$ cat src/rtl/hazard_scoreboard.sv
// Decode-stage data-hazard unit: a shift-register scoreboard of in-flight register
// writers. It stalls decode on read-after-write, either full interlock or load-use only.
module hazard_scoreboard #(
    parameter int DEPTH  = 2,
    parameter int FWD_EN = 0,
    parameter int CNT_W  = 16
) (
    input  logic             clk,
    input  logic             rst_n,
    input  logic [15:0]      instr,
    input  logic             instr_valid,
    input  logic             dst_we,
    input  logic [2:0]       dst_reg,
    input  logic             dst_is_load,
    input  logic             flush,
    output logic             stall,
    output logic             issue,
    output logic [DEPTH-1:0] sb_valid,
    output logic [CNT_W-1:0] stall_count
);

    // Handshake: decode offers an instruction with instr_valid; it leaves decode
    // (issue) only in a cycle where stall is low and flush is low. While stall is
    // high, the upstream stage must hold instr/instr_valid stable.

    logic [4:0]       opcode;
    logic [2:0]       rs;
    logic [2:0]       rt;
    logic             rs_used;
    logic             rt_used;
    logic [DEPTH-1:0] v_q;
    logic [2:0]       reg_q [DEPTH];
    logic             ld0_q;
    logic [DEPTH-1:0] match;
    logic             stall_any;
    logic             stall_ld;
    logic [CNT_W-1:0] cnt_q;
    logic             unused_instr;

    assign opcode       = instr[15:11];
    assign rs           = instr[10:8];
    assign rt           = instr[7:5];
    assign unused_instr = ^instr[4:0];

    always_comb begin
        rs_used = 1'b1;
        rt_used = 1'b0;
        case (opcode)
            5'b00000, 5'b00001, 5'b00100, 5'b00110, 5'b11000: rs_used = 1'b0;
            default:                                          rs_used = 1'b1;
        endcase
        if ((opcode[4:3] == 2'b11 && opcode != 5'b11001) ||
            opcode == 5'b10000 || opcode == 5'b10011)
            rt_used = 1'b1;
    end

    // Only stage 0's load flag matters: forwarding covers every later stage.
    always_comb begin
        match = '0;
        for (int k = 0; k < DEPTH; k++) begin
            match[k] = v_q[k] & ((rs_used & (reg_q[k] == rs)) |
                                 (rt_used & (reg_q[k] == rt)));
        end
        stall_any = instr_valid & (|match);
        stall_ld  = instr_valid & match[0] & ld0_q;
        stall     = (FWD_EN != 0) ? stall_ld : stall_any;
        issue     = instr_valid & ~stall & ~flush;
    end

    always_ff @(posedge clk) begin
        if (!rst_n) begin
            v_q   <= '0;
            ld0_q <= 1'b0;
            cnt_q <= '0;
        end else begin
            for (int k = 1; k < DEPTH; k++) begin
                v_q[k]   <= v_q[k-1];
                reg_q[k] <= reg_q[k-1];
            end
            v_q[0]   <= issue & dst_we;
            reg_q[0] <= dst_reg;
            ld0_q    <= issue & dst_we & dst_is_load;
            if (stall && !flush && cnt_q != {CNT_W{1'b1}})
                cnt_q <= cnt_q + 1'b1;
        end
    end

    assign sb_valid    = v_q;
    assign stall_count = cnt_q;

endmodule

$ cat config.mk
export PLATFORM = sky130hd
export DESIGN_NAME = hazard_scoreboard
export DESIGN_NICKNAME = d
export VERILOG_FILES = /design/src/rtl/hazard_scoreboard.sv
export SDC_FILE = /design/constraint.sdc
export NUM_CORES = 1
export LEC_CHECK = 0
export ABC_AREA = 1
export BUFFER_PORTS_ARGS = -buffer_cell sky130_fd_sc_hd__buf_4
export CAP_MARGIN = 25
export CORE_MARGIN = 3
export CORE_UTILIZATION = 30
export CTS_BUF_LIST = sky130_fd_sc_hd__clkbuf_16
export CTS_CLUSTER_DIAMETER = 100
export DETAILED_ROUTE_END_ITERATION = 6
export PLACE_DENSITY = 0.63
export SLEW_MARGIN = 10
export SYNTH_ARGS = -nofsm -noshare
export SYNTH_HDL_FRONTEND = slang
export SYNTH_SLANG_ARGS = --single-unit
$ cat constraint.sdc
create_clock -name clk -period 4.45 [get_ports clk]
set_input_delay 0.2225 -clock clk [delete_from_list [all_inputs] [get_ports clk]]
set_output_delay 0.2225 -clock clk [all_outputs]
set_load 0.03 [all_outputs]
; After elaboration in Yosys (flattened, before gate mapping)
; Memory sizes are Yosys's and may differ from the RTL's.
; Cells that the tools add are included.
[word_totals]
word_cells = 43
regBits = 18
memories = 1
mem_bits_rw = 6
in_bits = 25
[op_classes]
reduce_logical = 9
mux = 3
bitwise_logic = 14
addsub = 1
eq_ne = 13
[memory_table]
columns = memory, depth, width, rd, rd_ports_with_merged_regs, wr, line
row1 = reg_q, 2, 3, 2, 0, 2, 32  ; logic [2:0] reg_q [DEPTH];
[ops]
columns = op, n
row1 = $add 16x1->16 const B, 1
row2 = $ne 16x16->1 const B, 1
row3 = $eq 5x5->1 const B, 3
row4 = $eq 3x3->1, 4
row5 = $and 1x1->1, 10
row6 = $eq 5x3->1 const B, 2
row7 = $eq 5x1->1 const B, 1
row8 = $logic_not 5->1, 1
row9 = $ne 5x5->1 const B, 1
row10 = $reduce_or 5->1, 1
row11 = $logic_and 1x1->1, 3
row12 = $mux 1, 3
row13 = $eq 2x2->1 const B, 1
row14 = $logic_or 1x1->1, 2
row15 = $not 1->1, 2
row16 = $or 1x1->1, 2
row17 = $reduce_or 2->1, 1
row18 = $logic_not 1->1, 1

; Logic depth before layout (Yosys ltp)
[depth]
ltp_word = 14
ltp_mapped = 13
ltp_nobuf = 13

; Worst setup path before layout
; No wires, ideal clock.
[synth_timing]
path_type = flip-flop to flip-flop
startpoint = register cnt_q[1] (netlist: stall_count[1])
endpoint = register cnt_q[2] (netlist: stall_count[2])
period_less_slack_ns = 1.811
setup_time_ns = 0.142
arrival_time_ns = 1.669
path_stages_with_launch = 8
path_slack_ns = 2.639
required_time_ns = 4.308
cell_sequence = dfxtp_1 ha_1 nand3_2 nor2_4 nand4_4 clkbuf_1 nand4_1 a21oi_2
[synth_between]
elab_chain_cells = 2
word_cells_on_any_way = 3
classes_between = add/sub: 1 / eq/ne: 1 / reduce/logical: 1
[synth_rtl]
columns = element, line
row1 = from (decl), 37  ; logic [CNT_W-1:0] cnt_q;
row2 = from (signal assigned), 84  ; cnt_q <= cnt_q + 1'b1;
row3 = branches (longest 2 deep; another with $add 16x1->16), -
; Parallel ways; which one is timed is not known.
; A chain may end at the register's enable or synchronous reset.

==> results.cfg <==
[placed_design]
place_congestion = 0.8166
numPortBuffers = 38
place.detailed.hpwl_mm = 2.763

[timing]
setup_tns_ns = 0
finalMaxSlewViolations = 0
finalHoldViolCount = 0
fin_crit_sh_pct = 44.35
min_period_ns = 1.973
timing.hold.ws_ns = 0.1413
setup_violations = 0
slew_headroom_pct = 52.17
fmax_mhz = 506.7
worstMarginPinSlew_ns = 0.7148
worst_clock_skew_ns = 0.004449
grt_setup_unrepaired = no

[route]
drt_pass1_iterations = 4
wl_per_cell_um = 11.60
drcViolationCount = 0
totalWireLength_mm = 3.760
routed_via_density = 4.605
via_count = 1492
drt_iter0_drc = 59
detail-route-antenna-nets = 0

[clock_tree]
cts_max_path_buffers = 2
clkLatencyLatePin_ns = 0.26
post_cts_resize_count = 0
cts_root_buf = clkbuf_16
cts_made_buffers = 3
hold_buffers = 0
clock_tree.htree_level_count = 1
clkSlewWorstSetupHoldPaths_ns = 0.06
tritoncts = done
post_cts_buffers = 0
numClockSinks = 24

[yosys]
yosysSeqAreaShare_pct = 33.57
netlist_instances = 216
synth_edf_count = 6
largest_cells_by_area_after_synthesis = dfxtp_1 (22%), nand2_1 (14%), edfxtp_1 (11%)
synthesis.area_per_instance_um2 = 7.455
postSynth.asyncResetShare_pct = 0
post_synth_top_flop = dfxtp_1
synthesized_cell_area_um2 = 1610
yosys_warnings = 0
yosysTopAreaCellShare_pct = 22.38
yosys_register_bits = 24
synthDominantAreaCellType = dfxtp_1
synth_nets = 242
synth.lib_cells_used.distinct = 27

[global_route]
globalRoute.totalOverflow = 0
grt_antenna_before_repair = 0
largest_net_degree_at_the_start_of_global_routing = 18
first_global_vias = 1418
grt_use_total_pct = 12.88
grt_pass1_wl_mm = 6.520

[final_layout]
layout.filler_cells = 545
final_layout_size_suffix_gt1_share_pct = 29.53
multi_input_area_um2 = 943.4
layout.cells.most_common_list = nand2_1 (62), buf_4 (39), inv_1 (21)
layout_commonest_cell = nand2_1
area.growth.synth_to_final_pct = 27.89
finish.net_count = 281
seqCellArea_um2 = 540.5
insertedDiodeCount = 0

[worst_setup_path]
timing.critical_path.from_type = flop
worstPathMaxFanout = 17
critPathSlowestCell = edfxtp_1
criticalPathCategory = flop to primary output
crit_required_ns = 4.23
crit_path_frequent_cell = nand2_1
worstSetupEndpointType = primary output
max_stage_delay_ns = 0.43
arrival_time_at_the_worst_endpoint_ns = 1.75
cp_cell_sequence = xnor2_1 > nand2_1 > nor2_1 > nand2_1 > nand2_1 > nand2_1 > nand2_4 > inv_2 > nand2_1 > inv_1 > buf_4

[power]
static-leakage-power_nw = 0.8822
max-vdd-ir-drop_mv = 0.1979
total_power_mw = 0.5415
power.density_nw_per_um2 = 262.9

[floorplan]
die_height_um = 79.27
rows = 26
core_region_area_um2 = 5140
chipWidth_um = 79.27
num_io_pins = 45
effective_utilization_at_floorplan_pct = 31.33
floorplan.die_area_um2 = 6283

[min_path]
worst_hold_path_type = input pin to flop

[run_status]
run_status = completed

[flow_run]
cap_violations = 0
cell families (layout without fill, tap and decap cells):
kind of cell / Yosys count / count (layout) / share of synthesized area [%]
buffers and inverters: 29 / 67 / 7.848
AND/OR/NAND/NOR: 126 / 126 / 39.86
AO/OA/AOI/OAI: 16 / 16 / 7.071
flip-flops: 24 / 24 / 33.57
adder cells (fa/ha/maj): 1 / 1 / 0.7769
XOR/XNOR: 20 / 20 / 10.88
flip-flops by register name, indices dropped and copies added (netlist names):
name / flops
stall_count: 16
sb_valid: 2
reg_q: 6
routing by layer:
layer	share of wire (%)	global-route usage [%]
met1	49	18.09
met2	43	19.78
met4	0.90	3.093
met3	7.2	3.175
met5	0	0
layout make-up:
| cell class | count | share of cell area [%] |
|---|---|---|
| clock buffer | 3 | 3.645 |
| clock inverter | 1 | 1.458 |
| timing repair buffer | 39 | 14.22 |
| tap | 70 | 4.253 |
| inverter | 24 | 4.374 |
| multi-input combinational | 163 | 45.81 |
| sequential | 24 | 26.25 |
worst max-delay path: cells and delay by family (launching register included):
kind / cells / cell delay [ns]
xor gates and xnor gates: 1 / 0.18
buffers and inverters: 3 / 0.26
DFF: 1 / 0.43
and+or+nand+nor: 7 / 0.61
path summary, 6_finish.rpt:
kind                                                   from                          end  slack, ns  cells past startpoint
worst min register to register       sb_valid[0]$_SDFF_PN0_       sb_valid[1]$_SDFF_PN0_       0.45                      2
worst max-delay path                  reg_q[0][1]$_DFFE_PP_                        issue       2.48                     11
worst max register to register  stall_count[1]$_SDFFE_PN0P_  stall_count[0]$_SDFFE_PN0P_       2.55                      8
worst min-delay path                             dst_reg[2]        reg_q[0][2]$_DFFE_PP_       0.14                      1
Yosys cell counts (6+ instances only):
cell type / number
a21oi_1: 7
a21oi_2: 9
dfxtp_1: 18
edfxtp_1: 6
inv_1: 21
nand2_1: 62
nand2_2: 9
nand3_1: 6
nand4_1: 16
nor2_1: 18
xnor2_1: 9
xor2_1: 11
through the flow:
stage	worst slack [ns]	utilization (%)	cell area [µm²]	cells
final	2.477	40.07	2059	324
after global placement	2.390	37.88	1947	319
after floorplan	2.639	-	1610	216
after detailed placement	2.561	38.02	1954	320
after CTS	2.440	40.07	2059	324
after global routing	2.231	40.07	2059	324
power breakdown:
group	internal [mW]	switching, mW	leakage (nW)
clock	0.179	0.0791	0.0511
combinational	0.0234	0.0273	0.627
sequential	0.229	0.00399	0.204
No activity file was read; power rests on OpenSTA's default activity.
